<file path="src/rtl/multicycle_controller.sv">
// Multi-cycle RV32I control FSM: sequences fetch, decode, execute,
// memory and write-back steps and drives the datapath control lines.
module multicycle_controller (
  input  logic        clk,
  input  logic        reset,
  input  logic [31:0] instr,
  input  logic        isZero,
  input  logic        memReady,
  output logic        memReq,
  output logic        memWe,
  output logic        irWrite,
  output logic        pcWrite,
  output logic [1:0]  pcSrc,
  output logic        regWrite,
  output logic [1:0]  resultSrc,
  output logic [1:0]  aluSrcA,
  output logic [1:0]  aluSrcB,
  output logic [2:0]  immSel,
  output logic [3:0]  aluControl,
  output logic        trap,
  output logic [31:0] instret
);

  typedef enum logic [3:0] {
    FETCH, DECODE, EXEC, WB_ALU, MEM_ADDR, MEM_RD, WB_MEM, MEM_WR,
    BRANCH, JUMP, UPPER, TRAP
  } state_t;

  localparam logic [6:0] OP_R     = 7'b0110011;
  localparam logic [6:0] OP_I     = 7'b0010011;
  localparam logic [6:0] OP_LOAD  = 7'b0000011;
  localparam logic [6:0] OP_STORE = 7'b0100011;
  localparam logic [6:0] OP_BR    = 7'b1100011;
  localparam logic [6:0] OP_JAL   = 7'b1101111;
  localparam logic [6:0] OP_JALR  = 7'b1100111;
  localparam logic [6:0] OP_LUI   = 7'b0110111;
  localparam logic [6:0] OP_AUIPC = 7'b0010111;

  localparam logic [3:0] ALU_ADD  = 4'd0;
  localparam logic [3:0] ALU_SUB  = 4'd1;
  localparam logic [3:0] ALU_SLL  = 4'd2;
  localparam logic [3:0] ALU_SLT  = 4'd3;
  localparam logic [3:0] ALU_SLTU = 4'd4;
  localparam logic [3:0] ALU_XOR  = 4'd5;
  localparam logic [3:0] ALU_SRL  = 4'd6;
  localparam logic [3:0] ALU_SRA  = 4'd7;
  localparam logic [3:0] ALU_OR   = 4'd8;
  localparam logic [3:0] ALU_AND  = 4'd9;

  localparam logic [2:0] IMM_I = 3'd0;
  localparam logic [2:0] IMM_S = 3'd1;
  localparam logic [2:0] IMM_B = 3'd2;
  localparam logic [2:0] IMM_U = 3'd3;
  localparam logic [2:0] IMM_J = 3'd4;

  state_t      state;
  state_t      next_state;
  logic [31:0] instret_q;
  logic [3:0]  op_alu;
  logic        is_shift_imm;
  logic        taken;
  logic        unused_instr_bits;

  logic [6:0] opcode;
  logic [2:0] funct3;
  assign opcode = instr[6:0];
  assign funct3 = instr[14:12];

  // Operand fields the controller never looks at (registers, immediates).
  assign unused_instr_bits = ^{instr[31], instr[29:15], instr[11:7]};

  // Shift-immediate forms take their second operand from the shamt field.
  assign is_shift_imm = (opcode == OP_I) && (funct3 == 3'b001 || funct3 == 3'b101);

  // ALU operation for register/immediate arithmetic; SUB only exists for R-type.
  always_comb begin
    op_alu = ALU_ADD;
    case (funct3)
      3'b000:  op_alu = (opcode == OP_R && instr[30]) ? ALU_SUB : ALU_ADD;
      3'b001:  op_alu = ALU_SLL;
      3'b010:  op_alu = ALU_SLT;
      3'b011:  op_alu = ALU_SLTU;
      3'b100:  op_alu = ALU_XOR;
      3'b101:  op_alu = instr[30] ? ALU_SRA : ALU_SRL;
      3'b110:  op_alu = ALU_OR;
      default: op_alu = ALU_AND;
    endcase
  end

  // State register; reset always lands in FETCH, abandoning any access.
  always_ff @(posedge clk) begin
    if (reset) state <= FETCH;
    else       state <= next_state;
  end

  // Retired-instruction counter, one tick per PC update, wrapping at 2^32.
  always_ff @(posedge clk) begin
    if (reset)        instret_q <= '0;
    else if (pcWrite) instret_q <= instret_q + 32'd1;
  end

  assign instret = reset ? '0 : instret_q;

  // Next-state and control outputs; everything idles at 0 unless the state drives it.
  always_comb begin
    next_state = state;
    memReq     = 1'b0;
    memWe      = 1'b0;
    irWrite    = 1'b0;
    pcWrite    = 1'b0;
    pcSrc      = 2'd0;
    regWrite   = 1'b0;
    resultSrc  = 2'd0;
    aluSrcA    = 2'd0;
    aluSrcB    = 2'd0;
    immSel     = IMM_I;
    aluControl = ALU_ADD;
    trap       = 1'b0;
    taken      = 1'b0;
    case (state)
      FETCH: begin
        memReq = 1'b1;
        if (memReady) begin
          irWrite    = 1'b1;
          next_state = DECODE;
        end
      end
      DECODE: begin
        case (opcode)
          OP_R, OP_I:         next_state = EXEC;
          OP_LOAD, OP_STORE:  next_state = MEM_ADDR;
          OP_BR:              next_state = BRANCH;
          OP_JAL, OP_JALR:    next_state = JUMP;
          OP_LUI, OP_AUIPC:   next_state = UPPER;
          default:            next_state = TRAP;
        endcase
      end
      EXEC, WB_ALU: begin
        aluSrcA    = 2'd0;
        aluSrcB    = (opcode == OP_R) ? 2'd0 : (is_shift_imm ? 2'd2 : 2'd1);
        immSel     = IMM_I;
        aluControl = op_alu;
        if (state == WB_ALU) begin
          regWrite   = 1'b1;
          pcWrite    = 1'b1;
          next_state = FETCH;
        end else begin
          next_state = WB_ALU;
        end
      end
      MEM_ADDR: begin
        aluSrcB    = 2'd1;
        immSel     = (opcode == OP_STORE) ? IMM_S : IMM_I;
        next_state = (opcode == OP_STORE) ? MEM_WR : MEM_RD;
      end
      MEM_RD: begin
        memReq = 1'b1;
        if (memReady) next_state = WB_MEM;
      end
      WB_MEM: begin
        regWrite   = 1'b1;
        resultSrc  = 2'd1;
        pcWrite    = 1'b1;
        next_state = FETCH;
      end
      MEM_WR: begin
        memReq = 1'b1;
        memWe  = 1'b1;
        if (memReady) begin
          pcWrite    = 1'b1;
          next_state = FETCH;
        end
      end
      BRANCH: begin
        immSel     = IMM_B;
        next_state = FETCH;
        case (funct3)
          3'b000: begin aluControl = ALU_SUB;  taken = isZero;  end
          3'b001: begin aluControl = ALU_SUB;  taken = !isZero; end
          3'b100: begin aluControl = ALU_SLT;  taken = !isZero; end
          3'b101: begin aluControl = ALU_SLT;  taken = isZero;  end
          3'b110: begin aluControl = ALU_SLTU; taken = !isZero; end
          3'b111: begin aluControl = ALU_SLTU; taken = isZero;  end
          default: next_state = TRAP;
        endcase
        if (next_state != TRAP) begin
          pcWrite = 1'b1;
          pcSrc   = taken ? 2'd1 : 2'd0;
        end
      end
      JUMP: begin
        regWrite   = 1'b1;
        resultSrc  = 2'd2;
        pcWrite    = 1'b1;
        next_state = FETCH;
        if (opcode == OP_JAL) begin
          immSel = IMM_J;
          pcSrc  = 2'd1;
        end else begin
          aluSrcB = 2'd1;
          immSel  = IMM_I;
          pcSrc   = 2'd2;
        end
      end
      UPPER: begin
        immSel     = IMM_U;
        aluSrcB    = 2'd1;
        aluSrcA    = (opcode == OP_LUI) ? 2'd2 : 2'd1;
        regWrite   = 1'b1;
        pcWrite    = 1'b1;
        next_state = FETCH;
      end
      TRAP: begin
        trap = 1'b1;
      end
      default: next_state = FETCH;
    endcase
    if (reset) begin
      memReq     = 1'b0;
      memWe      = 1'b0;
      irWrite    = 1'b0;
      pcWrite    = 1'b0;
      pcSrc      = 2'd0;
      regWrite   = 1'b0;
      resultSrc  = 2'd0;
      aluSrcA    = 2'd0;
      aluSrcB    = 2'd0;
      immSel     = IMM_I;
      aluControl = ALU_ADD;
      trap       = 1'b0;
    end
  end

endmodule
</file>
<file path="config.mk">
export PLATFORM = sky130hd
export DESIGN_NAME = multicycle_controller
export DESIGN_NICKNAME = d
export VERILOG_FILES = /design/src/rtl/multicycle_controller.sv
export SDC_FILE = /design/constraint.sdc
export NUM_CORES = 1
export LEC_CHECK = 0
export ABC_AREA = 1
export CORE_ASPECT_RATIO = 1.25
export CORE_UTILIZATION = 45
export DETAILED_ROUTE_END_ITERATION = 8
export DONT_BUFFER_PORTS = 1
export HOLD_SLACK_MARGIN = 0.08
export SLEW_MARGIN = 20
export SYNTH_ARGS = -nofsm -noshare
export SYNTH_HDL_FRONTEND = slang
export SYNTH_SLANG_ARGS = --single-unit
</file>
<file path="constraint.sdc">
create_clock -name clk -period 1.6 [get_ports clk]
set_clock_uncertainty 0.1 [all_clocks]
set_input_delay 0.16 -clock clk [delete_from_list [all_inputs] [get_ports clk]]
set_output_delay 0.16 -clock clk [all_outputs]
set_load 0.02 [all_outputs]
</file>
* Word level (Yosys, flattened, before mapping) *
Cells that the tools add are included.

cells by class
  multipliers = 0
  bitwise logic cells = 1
  eq/ne operators = 31
  reductions and logical operators = 21
  div/mod/pow operators = 0
  add/subtract/negate cells = 1
  muxes and demuxes = 52
  shift-type cells = 0
  magnitude comparators = 0

operator list
  kind                                            number
  adder 32 x 1 -> 32 bit (second input constant)  1
  2-to-1 mux 32 bit                               1
  one-hot mux 4 bit (8 select lines)              1
  one-hot mux 4 bit (7 select lines)              1
  2-to-1 mux 4 bit                                6
  2-to-1 mux 2 bit                                11
  == test 7 x 6 -> 1 bit (second input constant)  3
  == test 7 bit (second input constant)           3
  2-to-1 mux 1 bit                                20
  one-hot mux 4 bit (5 select lines)              1
  OR reduction 2 bit                              9
  == test 4 x 3 -> 1 bit (second input constant)  4
  == test 4 bit (second input constant)           4
  == test 7 x 5 -> 1 bit (second input constant)  2
  == test 3 bit (second input constant)           4
  one-hot mux 3 bit (4 select lines)              1
  OR reduction 3 bit                              4
  one-hot mux 3 bit (3 select lines)              1
  == test 4 x 2 -> 1 bit (second input constant)  2
  one-hot mux 2 bit (2 select lines)              2
  one-hot mux 4 bit (2 select lines)              1
  == test 7 x 2 -> 1 bit (second input constant)  1
  == test 3 x 2 -> 1 bit (second input constant)  2
  2-to-1 mux 3 bit                                2
  other kinds (15)                                19

word-level totals
  input port bits = 36
  output and inout bits = 53
  memory bits (writable) = 0
  word-level logic and storage cells = 108
  bits in latches = 0
  register bits = 36
  memories = 0
  memory bits (read-only) = 0

* Longest topological paths before layout *
  depth in word-level cells = 8
  mapped depth = 12
  depth with buffers taken out = 11

* Worst setup path before layout *
OpenSTA, ideal clock, no wires.

  path type = reg-to-reg
  start point = register instret_q[0]
  end point = register instret_q[20]
  path buffers = 0
  arrival = 1.430 ns
  data required time = 1.372 ns
  stages on the path, launching flop included = 9
  period minus slack after synthesis = 1.658 ns
  setup time = 0.128 ns
  setup slack = -0.058 ns
  cell sequence = dfxtp_1 > ha_1 > nand3_1 > nor2_1 > nand3_1 > nor3_1 > nand3_1 > nand2_1 > nor2_1

on the way
  longest elaborated chain between the ends = 1

RTL lines
  item                      line  source
  start: declaration        58    logic [31:0] instret_q;
  start signal: assignment  99    else if (pcWrite) instret_q <= instret_q + 32'd1;
  adder 32 x 1 -> 32 bit    99

No other way between the ends.
A chain may end at the register's enable or synchronous reset.

* Worst setup path in the final report *
  start point = register state[2]
  end point = output port pcSrc[0]

on the way
  longest elaborated chain between the ends = 3
  elaborated cells between the ends (all ways) = 4
  classes of those cells = eq/ne: 2; mux: 2

RTL lines
  item                                    line  source
  start: declaration                      56    state_t state;
  start signal: assignment                93    else state <= next_state;
  == test 4 bit                           120   case (state)
  one-hot mux 2 bit (2 select lines) (*)  120
  2-to-1 mux 2 bit (*)                    218   if (reset) begin
  end: declaration                        13    output logic [1:0] pcSrc,

Mark *: on every way between the ends. The rest lies on a longest branch, timed or not.

==> results.json <==
{
  "drc_errors": 0,
  "grt_pass1_wl_um": 15600,
  "finalNetCount": 673,
  "place_ws_ns": -0.183,
  "num_vias": 3862,
  "synth_adder_area_share_pct": 0.434,
  "placed_area_sq_um": 3510,
  "syn2layout_area_growth_pct": 61.6,
  "place_hpwl_um": 6570,
  "final_layout_size_suffix_gt1_share_pct": 40.7,
  "intPower_mw": 2.39,
  "synth_compound_area_share_pct": 10.1,
  "violations": "negative setup slack",
  "numCtsBuffers": 5,
  "path_max_fanout": 5,
  "power_density_nw_per_um2": 900,
  "status": "finished with violations",
  "cts_buffer_depth": 2,
  "drtAntennaViolNets": 0,
  "yosys.area_share.simple_pct": 50.2,
  "grt_overflow": 0,
  "firstDrtPassIters": 4,
  "rsz0062_at_grt": "true",
  "synth-main-ff-cell": "dfxtp_1",
  "design_area_sq_um": 4660,
  "ys_seq_area_share_pct": 25.0,
  "start_util_pct": 46.8,
  "avgSynthCellArea_sq_um": 5.36,
  "vias_per_cell": 5.35,
  "die-area_sq_um": 6740,
  "diodes": 0,
  "io_pins": 89,
  "multiInputGateArea_sq_um": 2490,
  "yosys_warnings": 0,
  "sequentialPowerShare_pct": 25.3,
  "hold_viol_final": 0,
  "end_kind": "output port",
  "grt_pass1_vias": 3360,
  "synth_top_family_by_area": "simple AND/OR/NAND/NOR gates",
  "critPathRequiredTime_ns": 1.34,
  "cts_sinks": 36,
  "fmax_mhz": 542,
  "setup_slack_ns": -0.245,
  "cts_tree": "done",
  "fill_cells": 501,
  "wl_um": 11000,
  "synth_xor_area_share_pct": 1.82,
  "syn_area_sq_um": 2880,
  "synth_cells": 538,
  "p_leak_nw": 1.92,
  "synthDistinctLibCells": 32,
  "grt.total_usage_pct": 29.6,
  "rows": 32,
  "min_path_type": "in -> reg",
  "layout_commonest_cell": "nand2_1",
  "finalNonFillerCells": 722,
  "ir_drop_mv": 0.841,
  "root_buffer": "clkbuf_8",
  "synth.area.mux_share_pct": 0,
  "p_sw_share_pct": 42.9,
  "syn-num-nets": 575,
  "synth_area_leader_cell": "dfxtp_1",
  "clk_latency_ns": 0.30,
  "cts_htree_levels": 2,
  "setup_viol": 39,
  "routabilityCongestion": 0.923,
  "synth_edf_count": 0,
  "criticalPathCategory": "reg -> out",
  "power_switching_mw": 1.80,
  "io_buffers": 0,
  "drtIter0Drc": 264,
  "cp_data_arrival_time_ns": 1.59,
  "seqCellArea_sq_um": 751,
  "slew-limit-headroom_pct": 63.9,
  "synthArstFlopShare_pct": 0,
  "worst_slew_pin_slew_ns": 0.540,
  "synth.top_cell.area_share_pct": 25.0,
  "die_width_um": 73.6,
  "layout_common_cells": "134 x nand2_1, 94 x nor2_1, 67 x buf_4, 60 x inv_1, 30 x buf_6",
  "p_clk_share_pct": 16.8,
  "core_area_sq_um": 6170,
  "p_comb_share_pct": 57.9,
  "place_inst": 687,
  "die_height_um": 91.5,
  "grt_max_degree": 50,
  "finalCritPeriodShare_pct": 115,
  "route.detailed.wl_per_inst_um": 15.2,
  "finalCriticalPeriod_ns": 1.85,
  "cp-start-kind": "flop",
  "synthTopCellsByArea": "dfxtp_1 25%, nand2_1 22%, nor2_1 15%, inv_1 9.0%, a21oi_1 5.7%",
  "grt_antenna_before_repair": 0,
  "drv_cap": 0,
  "slew_violations": 0,
  "clkTransAtPathRegs_ns": 0.08,
  "ys_ff_latch": 36
}
==> synthesized netlist by cell type, types with 2 or more instances <==
cell / instances
buf_1: 4
nor2_2: 4
a31oi_1: 2
clkbuf_1: 4
o21ai_0: 17
buf_8: 2
nand3_1: 33
a21oi_1: 33
xor2_1: 5
inv_1: 69
buf_2: 3
nor2_1: 116
inv_2: 3
nand2_1: 172
dfxtp_1: 36
nand4_1: 5
nor3_1: 15
==> worst max-delay path, stage by stage, from the launching register on <==
cell     delay, ns
dfxtp_4       0.39
inv_4         0.08
nand2_4       0.06
nor2_4        0.13
nand2_2       0.08
buf_6         0.12
a21oi_2       0.08
o21ai_1       0.08
a21oi_2       0.11
buf_4         0.14
==> power groups by stage <==
| stage | Sequential (mW) | Clock, mW | Combinational, mW |
|---|---|---|---|
| 6_report | 1.06 | 0.704 | 2.43 |
| 5_1_grt | 1.06 | 0.754 | 2.55 |
| 4_1_cts | 1.03 | 0.707 | 1.75 |
| 3_5_place_dp | 1.01 | 0 | 1.34 |
| 3_3_place_gp | 1.01 | 0 | 1.33 |
| 2_1_floorplan | 1.01 | 0 | 0.806 |
==> metrics by stage <==
step	util [%]	power, mW	TNS (ns)	hold WS [ns]
4_1_cts	63.6	3.48	-2.81	0.0918
3_5_place_dp	56.9	2.36	-4.47	0.131
3_3_place_gp	56.9	2.34	-2.30	0.132
5_1_grt	75.6	4.37	-7.57	0.101
2_1_floorplan	-	1.82	0	0.352
6_report	75.6	4.19	-4.34	0.0815
==> area by class of cell <==
type,count,share of cell area (%)
Clock buffer,6,1.77
Clock inverter,2,0.215
Inverter,73,6.44
Multi-Input combinational cell,418,53.5
Sequential cell,36,16.1
Tap cell,85,2.28
Timing Repair Buffer,102,19.7
==> flip-flops by register name, summed over array words and instances (netlist names) <==
register and cells:
state 4, instret_q 32
==> worst paths after layout <==
kind                      start  depth (start not counted)             to  slack [ns]
setup / recovery       state[2]                          9       pcSrc[0]       -0.25
hold / removal         instr[4]                          5       state[2]        0.08
setup reg to reg       state[2]                         13  instret_q[12]       -0.18
hold reg to reg   instret_q[31]                          2  instret_q[31]        0.40
==> cells by family (layout without fill, tap and decap cells) <==
group,Yosys count,in the layout
and+or+nand+nor,352,355
buffers and inverters,87,183
AOI/OAI and AO/OA,56,56
DFF,36,36
xor gates and xnor gates,6,6
adders and majority gates,1,1
==> layer usage <==
layer  GRT usage, %  vias to the layer above  share of wire [%]
met5              0                        -                  0
met4           13.3                        0                4.3
met3           5.22                       39                5.1
met2           52.6                      151                 53
met1           33.4                     1804                 38
li1               -                     1868                  -
==> repair_timing <==
action,CTS,global route
cloned,1,3
endpoints found under the setup margin,52,52
hold buffers,3,0
pin swaps,16,48
resized for setup,75,163
hold endpoints to repair,30,0
setup buffers,5,19
No activity file was read; power rests on OpenSTA's default activity.
